File: config.mk
export PLATFORM = sky130hd
export DESIGN_NAME = ccff_stream_loader
export DESIGN_NICKNAME = d
export VERILOG_FILES = /design/src/rtl/ccff_stream_loader.sv
export SDC_FILE = /design/constraint.sdc
export NUM_CORES = 1
export LEC_CHECK = 0
export BUFFER_PORTS_ARGS = -buffer_cell sky130_fd_sc_hd__buf_2
export CORE_MARGIN = 3
export CORE_UTILIZATION = 45
export CTS_BUF_LIST = sky130_fd_sc_hd__clkbuf_16
export DETAILED_ROUTE_END_ITERATION = 16
export PLACE_DENSITY = 0.78
export REMOVE_ABC_BUFFERS = 1
export SKIP_CTS_REPAIR_TIMING = 1
export SLEW_MARGIN = 20
export SYNTH_ARGS = -nofsm -noshare
export SYNTH_HDL_FRONTEND = slang
export SYNTH_SLANG_ARGS = --single-unit
export TNS_END_PERCENT = 1
File: constraint.sdc
create_clock -name prog_clk -period 2.4 [get_ports prog_clk]
set_input_delay 0.36 -clock prog_clk [delete_from_list [all_inputs] [get_ports prog_clk]]
set_output_delay 0.36 -clock prog_clk [all_outputs]
set_load 0.05 [all_outputs]
File: src/rtl/ccff_stream_loader.sv
// Multi-chain ccff bitstream loader: takes words over valid/ready and shifts them onto
// CHAIN_NUM parallel ccff heads. Optional trailer CRC-8 check with CCFF_LOADER_CRC_EN.
module ccff_stream_loader #(
  parameter int CHAIN_NUM = 4,
  parameter int CHAIN_LEN = 1024,
  parameter int WORD_W    = 32,
  parameter int CNT_W     = $clog2(CHAIN_LEN + 1)
) (
  input  logic                 prog_clk,
  input  logic                 pReset,
  input  logic                 start,
  input  logic                 abort,
  input  logic [WORD_W-1:0]    bs_data,
  input  logic                 bs_valid,
  output logic                 bs_ready,
  output logic [CHAIN_NUM-1:0] ccff_head,
  output logic                 ccff_shift_en,
  output logic                 busy,
  output logic                 done,
  output logic [CNT_W-1:0]     bit_cnt
`ifdef CCFF_LOADER_CRC_EN
  ,
  output logic                 crc_err
`endif
);

  // CHAIN_NUM must divide WORD_W; each word yields SLICES shift cycles.
  localparam int SLICES = WORD_W / CHAIN_NUM;
  localparam int SLC_W  = $clog2(SLICES + 1);
  localparam logic [CNT_W-1:0] LEN_CNT    = CNT_W'(CHAIN_LEN);
  localparam logic [SLC_W-1:0] LAST_SLICE = SLC_W'(SLICES);

`ifdef CCFF_LOADER_CRC_EN
  typedef enum logic [2:0] {S_IDLE, S_LOAD, S_SHIFT, S_CHECK, S_DONE} state_t;
`else
  typedef enum logic [2:0] {S_IDLE, S_LOAD, S_SHIFT, S_DONE} state_t;
`endif

  state_t               state_reg, state_next;
  logic [WORD_W-1:0]    hold_reg, hold_next;
  logic [SLC_W-1:0]     slice_reg, slice_next;
  logic [CHAIN_NUM-1:0] head_reg, head_next;
  logic [CNT_W-1:0]     bit_cnt_reg, bit_cnt_next;
  logic                 ready_reg, shift_en_reg, busy_reg, done_reg;
  logic                 ready_next, busy_next;
  logic                 start_ok;

  assign start_ok = (state_reg == S_IDLE || state_reg == S_DONE) && start && !abort;

  always_comb begin
    state_next   = state_reg;
    hold_next    = hold_reg;
    slice_next   = slice_reg;
    head_next    = '0;
    bit_cnt_next = bit_cnt_reg;

    // Every SHIFT cycle is a real chain capture, even if abort arrives with it.
    if (state_reg == S_SHIFT && bit_cnt_reg != LEN_CNT)
      bit_cnt_next = bit_cnt_reg + 1'b1;

    case (state_reg)
      S_IDLE, S_DONE: begin
        if (abort) begin
          state_next = S_IDLE;
        end else if (start) begin
          state_next   = S_LOAD;
          bit_cnt_next = '0;
        end
      end
      S_LOAD: begin
        if (abort) begin
          state_next = S_IDLE;
        end else if (bs_valid) begin
          state_next = S_SHIFT;
          head_next  = bs_data[CHAIN_NUM-1:0];
          hold_next  = bs_data >> CHAIN_NUM;
          slice_next = SLC_W'(1);
        end
      end
      S_SHIFT: begin
        if (abort) begin
          state_next = S_IDLE;
        end else if (bit_cnt_next == LEN_CNT) begin
`ifdef CCFF_LOADER_CRC_EN
          state_next = S_CHECK;
`else
          state_next = S_DONE;
`endif
        end else if (slice_reg == LAST_SLICE) begin
          state_next = S_LOAD;
        end else begin
          head_next  = hold_reg[CHAIN_NUM-1:0];
          hold_next  = hold_reg >> CHAIN_NUM;
          slice_next = slice_reg + 1'b1;
        end
      end
`ifdef CCFF_LOADER_CRC_EN
      S_CHECK: begin
        if (abort)
          state_next = S_IDLE;
        else if (bs_valid)
          state_next = S_DONE;
      end
`endif
      default: state_next = S_IDLE;
    endcase

`ifdef CCFF_LOADER_CRC_EN
    ready_next = (state_next == S_LOAD) || (state_next == S_CHECK);
    busy_next  = (state_next == S_LOAD) || (state_next == S_SHIFT) || (state_next == S_CHECK);
`else
    ready_next = (state_next == S_LOAD);
    busy_next  = (state_next == S_LOAD) || (state_next == S_SHIFT);
`endif
  end

  // Outputs are registered from the next-state decode so they change with the state.
  always_ff @(posedge prog_clk) begin
    if (pReset) begin
      state_reg    <= S_IDLE;
      hold_reg     <= '0;
      slice_reg    <= '0;
      head_reg     <= '0;
      bit_cnt_reg  <= '0;
      ready_reg    <= 1'b0;
      shift_en_reg <= 1'b0;
      busy_reg     <= 1'b0;
      done_reg     <= 1'b0;
    end else begin
      state_reg    <= state_next;
      hold_reg     <= hold_next;
      slice_reg    <= slice_next;
      head_reg     <= head_next;
      bit_cnt_reg  <= bit_cnt_next;
      ready_reg    <= ready_next;
      shift_en_reg <= (state_next == S_SHIFT);
      busy_reg     <= busy_next;
      done_reg     <= (state_next == S_DONE);
    end
  end

  assign bs_ready      = ready_reg;
  assign ccff_head     = head_reg;
  assign ccff_shift_en = shift_en_reg;
  assign busy          = busy_reg;
  assign done          = done_reg;
  assign bit_cnt       = bit_cnt_reg;

`ifdef CCFF_LOADER_CRC_EN
  logic [7:0] crc_reg;
  logic       crc_err_reg;
  logic [7:0] crc_stage [CHAIN_NUM+1];

  // CRC-8 (poly 0x07), MSB-first, chain 0 bit folded in first each cycle.
  assign crc_stage[0] = crc_reg;
  genvar gi;
  for (gi = 0; gi < CHAIN_NUM; gi++) begin : g_crc
    assign crc_stage[gi+1] = {crc_stage[gi][6:0], 1'b0} ^
                             ((crc_stage[gi][7] ^ head_reg[gi]) ? 8'h07 : 8'h00);
  end

  always_ff @(posedge prog_clk) begin
    if (pReset) begin
      crc_reg     <= '0;
      crc_err_reg <= 1'b0;
    end else if (start_ok) begin
      crc_reg     <= '0;
      crc_err_reg <= 1'b0;
    end else begin
      if (state_reg == S_SHIFT)
        crc_reg <= crc_stage[CHAIN_NUM];
      if (state_reg == S_CHECK && !abort && bs_valid)
        crc_err_reg <= (bs_data[7:0] != crc_reg);
    end
  end

  assign crc_err = crc_err_reg;
`endif

endmodule

Yosys cells after proc, flatten, opt, wreduce, memory -nomap -nowiden
Index checks and enable logic that the tools add are counted.
{"block": "word_totals", "register_bits": 58, "in_bits": 37, "wordCells": 61}
{"block": "op_classes", "addsub": 2, "n_eq_ne": 14, "n_mux": 30, "reduce_logical": 6}
{"op": "$mux 32", "n": 5}
{"op": "$pmux 32 s2", "n": 1}
{"op": "$mux 11", "n": 4}
{"op": "$mux 4", "n": 10}
{"op": "$mux 3", "n": 7}
{"op": "$pmux 4 s2", "n": 2}
{"op": "$eq 3x2->1 const B", "n": 4}
{"op": "$add 11x1->11 const B", "n": 1}
{"op": "$eq 11x11->1 const B", "n": 1}
{"op": "$ne 11x11->1 const B", "n": 1}
{"op": "$ne 2x2->1 const B", "n": 5}
{"op": "$pmux 3 s3", "n": 1}
{"op": "$eq 3x1->1 const B", "n": 2}
{"op": "$reduce_and 6->1", "n": 1}
{"op": "$add 4x1->4 const B", "n": 1}
{"op": "$eq 4x4->1 const B", "n": 1}
{"op": "$logic_not 3->1", "n": 1}
{"op": "$reduce_bool 2->1", "n": 1}
{"op": "$reduce_or 2->1", "n": 1}
{"op": "$logic_and 1x1->1", "n": 1}
{"op": "$logic_or 1x1->1", "n": 1}

Logic depth before layout (Yosys ltp)
Gate-level depths: netlist (run 1).
{"block": "logic_depth", "word_depth": 9, "ltp_mapped": 10, "depth_no_buf": 8}

Worst setup path after synthesis (run 1)
OpenSTA, ideal clock, no wires.
{"block": "synth_path", "path_type": "reg-to-reg", "from": "reg bit_cnt_reg[0], in the netlist bit_cnt[0]", "to": "reg head_reg[0], in the netlist ccff_head[0]", "arrival_ps": 2436, "required_ps": 2283, "path_slack_ps": -153, "stages_incl_launch_ff": 9, "n_path_buf": 0, "cell_sequence": "dfxtp_1 > ha_1 > and4bb_2 > nand4_1 > xor2_1 > nor4_1 > nand2_1 > and3_1 > a32o_1"}
{"block": "synth_via", "elab_chain_cells": 7, "elab_cells_between_ends": 8, "classes_between": "add/sub (1); eq/ne (2); mux (4); reduce/logical (1)"}
{"item": "start: declaration", "line_no": "43", "rtl": "logic [CNT_W-1:0] bit_cnt_reg, bit_cnt_next;"}
{"item": "start signal: assignment", "line_no": "134", "rtl": "bit_cnt_reg <= bit_cnt_next;"}
{"item": "parallel branches: the longest is 2 deep, another holds $add 11x1->11"}
{"item": "$mux 11 *", "line_no": "58", "rtl": "if (state_reg == S_SHIFT && bit_cnt_reg != LEN_CNT)"}
{"item": "$eq 11x11->1 *", "line_no": "83", "rtl": "end else if (bit_cnt_next == LEN_CNT) begin"}
{"item": "$mux 4 *", "line_no": "83"}
{"item": "$mux 4 *", "line_no": "81", "rtl": "if (abort) begin"}
{"item": "$pmux 4 s2 *", "line_no": "61", "rtl": "case (state_reg)"}
{"item": "end signal: assignment", "line_no": "133", "rtl": "head_reg <= head_next;"}
{"item": "end: declaration", "line_no": "42", "rtl": "logic [CHAIN_NUM-1:0] head_reg, head_next;"}
Mark *: on every way between the ends.
A chain may end at the register's enable or synchronous reset.

Worst setup path in the final report (run 1)
{"block": "layout_path", "from": "reg bit_cnt_reg[1], in the netlist bit_cnt[1]", "to": "reg hold_reg[26]"}
{"block": "layout_via", "elab_chain_cells": 6, "elab_cells_between_ends": 7, "classes_between": "add/sub (1); eq/ne (3); mux (1); reduce/logical (2)"}
{"item": "parallel branches: the longest is 2 deep, another holds $add 11x1->11"}
{"item": "$mux 11 *", "line_no": "58"}
{"item": "$eq 11x11->1 *", "line_no": "83"}
{"item": "$ne 2x2->1 (no source line) *"}
{"item": "$reduce_and 6->1 (no source line) *"}
{"item": "end signal: assignment", "line_no": "131", "rtl": "hold_reg <= hold_next;"}
{"item": "end: declaration", "line_no": "40", "rtl": "logic [WORD_W-1:0] hold_reg, hold_next;"}
Marked as above.

==> reports/metrics.yaml, run 1 <==
drive_gt1_share_pct: 33.0
worstPathCellList: "ha_1 -> and4bb_2 -> nand4_1 -> xor2_1 -> nor4_1 -> a21oi_4 -> buf_12 -> clkbuf_16 -> nand2b_1 -> a21oi_1"
leakagePower_nw: 1.33
die_h_microns: 83.6
stdcell_count: 445
maxSlewHeadroom_pct: 46.2
clkSlewWorstSetupHoldPaths_ps: 80
yosysTopAreaCell: "dfxtp_1"
synth.distinct_cells: 43
ys.flop_type: "dfxtp_1"
largest_register_ffs: 28
clock-sinks: 54
finalMaxSlewViolations: 0
synth-seq-cells: 54
rsz0062_at_grt: "true"
slowest_stage: "nor4_1"
vias: 2335
setup_slack_ps: 84.0
ys_seq_area_share_pct: 39.9
drtPass1Iterations: 4
tns_ps: 0
route.detailed.drc: 0
crit_fanout: 19
post-route-util_pct: 59.7
placedCellCount: 434
fmax_mhz: 432
maxCapViolCount: 0
start_kind: "flip-flop"
vias_per_cell: 5.25
vdd_drop_max_mv: 0.402
grt_pass1_wl_microns: 9850
first_iter_violations: 160
cp_top_family: "simple AND/OR/NAND/NOR gates"
synth_edf_count: 0
setup_violations: 0
clockBufferDepth: 2
antenna_cells: 0
critical_path_class: "flip-flop to flip-flop"
worst-path-buf-inv: 2
numCtsBuffers: 5
gp_congestion: 0.890
fp.dieW_microns: 83.6
io_pins: 56
antenna_found_initial: 0
dieArea_sq_mm: 0.00700
core_sq_mm: 0.00568
finalHoldViolations: 0
synth_area_per_cell_sq_um: 8.78
io_buffers: 55
yosys-top-cells-count: "nand2_1, dfxtp_1, nor2_1"
wire_per_inst_microns: 13.4
worst-slew-pin-transition_ps: 787
syn_area_sq_mm: 0.00271
htreeDepth: 2
crit_path_max_incr_delay_ps: 420
rows: 27
grt.total_usage_pct: 16.6
synth_area_leaders: "dfxtp_1, a311oi_2, nand2_1"
p_total_mw: 1.83
dp_hpwl_microns: 4080
dpl_cell_area_sq_mm: 0.00314
clock_skew_ps: 9.12
synth_async_sr_flop_share_pct: 0
grt_remaining_overflow: 0
clockRootBuffer: "clkbuf_16"
period_share_pct: 96.5
insertion_delay_ps: 290
nets: 413
worstHoldPathType: "input pin to flip-flop"
critical_path_arrival_ps: 2540
status: "complete, no violations"
routed_wl_microns: 5960
start_util_pct: 47.8
fin_crit_ps: 2320
endpoint_kind: "flip-flop"
yosys_warnings: 0
critPathRequiredTime_ps: 2630
postLayoutCellArea_sq_mm: 0.00339
synth_top_area_share_pct: 39.9
area_growth_syn_to_layout_pct: 24.8
dp_worst_setup_slack_ps: 93.6
grt_max_degree: 39
ant_nets: 0
power.density_mw_per_mm2: 540
grt_pass1_vias: 2190
whs_ps: 278
cts_tree: "yes"
synth.most_common_cell: "nand2_1"
netlist_instances: 309
## logic make-up after synthesis
| group | after synthesis | synth area share, % |
|---|---|---|
| AO/OA/AOI/OAI | 53 | 20.9 |
| XOR/XNOR | 13 | 4.20 |
| adder cells (fa/ha/maj) | 4 | 1.85 |
| buffers and inverters | 27 | 4.94 |
| flip-flops | 54 | 39.9 |
| multiplexers | 4 | 1.52 |
| other | 1 | 0.138 |
| AND/OR/NAND/NOR | 153 | 26.6 |
## cells in the final DEF, fill, tap and decap left out, drive strengths merged, types with 4 or more instances in the layout
cell and n:
buf 74, nand2 61, dfxtp 54, nor2 44
a311oi 24, a21oi 13, xnor2 10, inv 9
and3 8, nand2b 7, clkbuf 7, nor3 6
and2 4, a32o 4, ha 4, nor4 4
## worst register-to-register path, stage by stage (launching register included)
cell and delay [ps]:
dfxtp_1 340, ha_1 180, and4bb_2 280, nand4_1 110, xor2_1 180, nor4_1 420, a21oi_4 110, buf_12 160
clkbuf_16 190, nand2b_1 160, a21oi_1 130
## area by class of cell
cell class                      instances  area (sq um)
Clock buffer                            5           125
Clock inverter                          3          47.5
Fill cell                             488          2290
Inverter                                7          26.3
Multi-Input combinational cell        228          1510
Sequential cell                        54          1080
Tap cell                               72          90.1
Timing Repair Buffer                   76           505
## final timing paths
kind	start	end	slack [ps]	cells after the start
worst max-delay path	bit_cnt[1]	hold_reg[26]	80	10
worst min-delay path	bs_data[0]	ccff_head[0]	280	2
worst max register to register	bit_cnt[1]	hold_reg[26]	80	10
worst min register to register	hold_reg[25]	hold_reg[25]	470	2
## where the power goes
part	switching, mW	internal [mW]	leakage (nW)
Combinational	0.0469	0.0362	0.813
Clock	0.344	0.500	0.0848
Sequential	0.00310	0.899	0.436
## per-layer routing
layer | share of wire (%) | routed length (microns) | up-vias | GRT usage (%)
li1 | - | - | 1208 | -
met1 | 45 | 2700 | 1083 | 21.7
met2 | 50 | 2980 | 37 | 27.5
met3 | 3.6 | 214 | 7 | 3.16
met4 | 1.2 | 70 | 0 | 5.41
met5 | 0 | 0 | - | 0
No activity file was read; power rests on OpenSTA's default activity.
==> inputs of run 2 (changes only) <==
Settings changed: CTS_BUF_LIST sky130_fd_sc_hd__clkbuf_16 to unset, SLEW_MARGIN 20 to unset.
==> reports/metrics.yaml, run 2 (same netlist as run 1, synthesis figures left out) <==
grt_pass1_wl_microns: 9940  # +0.84%
finalMaxSlewViolations: 0  # unchanged
maxSlewHeadroom_pct: 46.1  # about the same
min_to: "ccff_head[0]"
critical_path_arrival_ps: 2520  # -20 ps
reg2reg_depth: 9  # -1
r2r_start: "bit_cnt[1]"
clkSlewWorstSetupHoldPaths_ps: 100  # +20 ps
mostFrequentLayoutCell: "nand2_1"
period_share_pct: 94.5  # -2.0 points
maxCapViolCount: 0  # unchanged
dp_hpwl_microns: 4080  # unchanged
grt.total_usage_pct: 16.8  # +0.21 points
ant_nets: 0  # unchanged
routed_wl_microns: 5820  # -2.2%
antenna_cells: 0  # unchanged
worst-slew-pin-transition_ps: 788  # +0.625 ps
numCtsBuffers: 5  # unchanged
insertion_delay_ps: 310  # +20 ps
r2r_slack_ps: 130  # +50 ps
setup_violations: 0  # unchanged
status: "complete, no violations"
endpoint_kind: "flip-flop"
first_iter_violations: 151  # -5.6%
wire_per_inst_microns: 13.1  # -1.8%
core_sq_mm: 0.00568  # unchanged
r2r_end: "hold_reg[26]"
vdd_drop_max_mv: 0.280  # -30%
drtPass1Iterations: 4  # unchanged
rows: 27  # unchanged
rsz0062_at_grt: "true"
drive_gt1_share_pct: 32.6  # -0.36 points
vias: 2318  # -0.73%
holdCritStartpoint: "bs_data[0]"
min_delay_path_depth: 2  # unchanged
critical_path_class: "flip-flop to flip-flop"
gp_congestion: 0.890  # unchanged
vias_per_cell: 5.23  # -0.28%
start_kind: "flip-flop"
grt_pass1_vias: 2202  # +0.55%
io_pins: 56  # unchanged
die_h_microns: 83.6  # unchanged
nets: 411  # -0.48%
largest_register_ffs: 28  # unchanged
fillers: 510  # +4.5%
fmax_mhz: 441  # +2.1%
clockBufferDepth: 2  # unchanged
mostFrequentLayoutCells: "nand2_1, buf_2, dfxtp_1"
io_buffers: 55  # unchanged
fp.dieW_microns: 83.6  # unchanged
worstHoldPathType: "input pin to flip-flop"
htreeDepth: 2  # unchanged
clock-sinks: 54  # unchanged
multi_input_area_sq_mm: 0.00151  # unchanged
grt_remaining_overflow: 0  # unchanged
start_util_pct: 47.8  # unchanged
clock_skew_ps: 9.33  # +0.218 ps
leakagePower_nw: 1.29  # -3.3%
p_total_mw: 1.62  # -11%
crit_fanout: 19  # unchanged
dieArea_sq_mm: 0.00700  # unchanged
area_growth_syn_to_layout_pct: 21.1
clockRootBuffer: "clkbuf_8"
grt_max_degree: 39  # unchanged
cts_tree: "yes"
power.density_mw_per_mm2: 493  # -8.7%
regArea_sq_mm: 0.00108  # unchanged
post-route-util_pct: 57.9  # -1.8 points
fin_crit_ps: 2270  # -47.1 ps
finalHoldViolations: 0  # unchanged
antenna_found_initial: 0  # unchanged
critPathRequiredTime_ps: 2650  # +20 ps
route.detailed.drc: 0  # unchanged
## run 2: cell count changes in the layout (fill, tap and decap cells not counted), sizes merged
| cell | change |
|---|---|
| buf | -1 |
| clkbuf | -1 |
## run 2: routing by layer
layer  global-route usage [%]  part of all wire [%]  vias up
met5                        0                     0        -
met4                     4.68                   1.3        0
met3                     3.75                   3.7        9
met2                     28.4                    49       47
met1                     21.6                    46     1061
li1                         -                     -     1201
## run 2: worst max-delay path, cell delays in order, from the launching register on
cell and delay [ps]:
dfxtp_1 350, ha_1 180, and4bb_2 290, nand4_1 110, xor2_1 180, nor4_1 430
a21oi_4 170, clkbuf_16 220, nand2b_1 150, a21oi_1 120
## run 2: per-stage QoR
stage          area (sq um)  worst slack, ps  setup TNS, ps  cells  hold WS (ps)
3_5_place_dp           3140             93.6              0    434           464
5_1_grt                3280            -11.4          -15.0    443           251
3_3_place_gp           3140              117              0    434           459
2_1_floorplan          2610            -1760         -65500    289           428
4_1_cts                3250             75.9              0    442           250
6_report               3280              131              0    443           258
## run 2: final cells by class
class                      instances  area share, %
clock inverter                     3           1.45
tap                               72           2.74
inverter                           7          0.800
multi-input combinational        228           45.9
sequential                        54           33.0
timing repair buffer              74           14.0
clock buffer                       5           2.10
## run 2: worst max path at each step
stage | start | endpoint | slack (ps) | depth (start not counted)
6_report | bit_cnt[1] | hold_reg[26] | 130 | 9
3_5_place_dp | state_reg[2] | ccff_head[0] | 90 | 7
5_1_grt | state_reg[2] | hold_reg[25] | -10 | 8
2_1_floorplan | state_reg[1] | hold_reg[0] | -1760 | 7
3_3_place_gp | state_reg[2] | ccff_head[2] | 120 | 7
4_1_cts | state_reg[2] | ccff_head[3] | 80 | 7
## run 2: where the power goes
group          internal, mW  switching (mW)  leakage [nW]  total, mW
logic                0.0357          0.0463         0.794     0.0821
clock network         0.319           0.316        0.0591      0.635
registers             0.900         0.00321         0.436      0.903
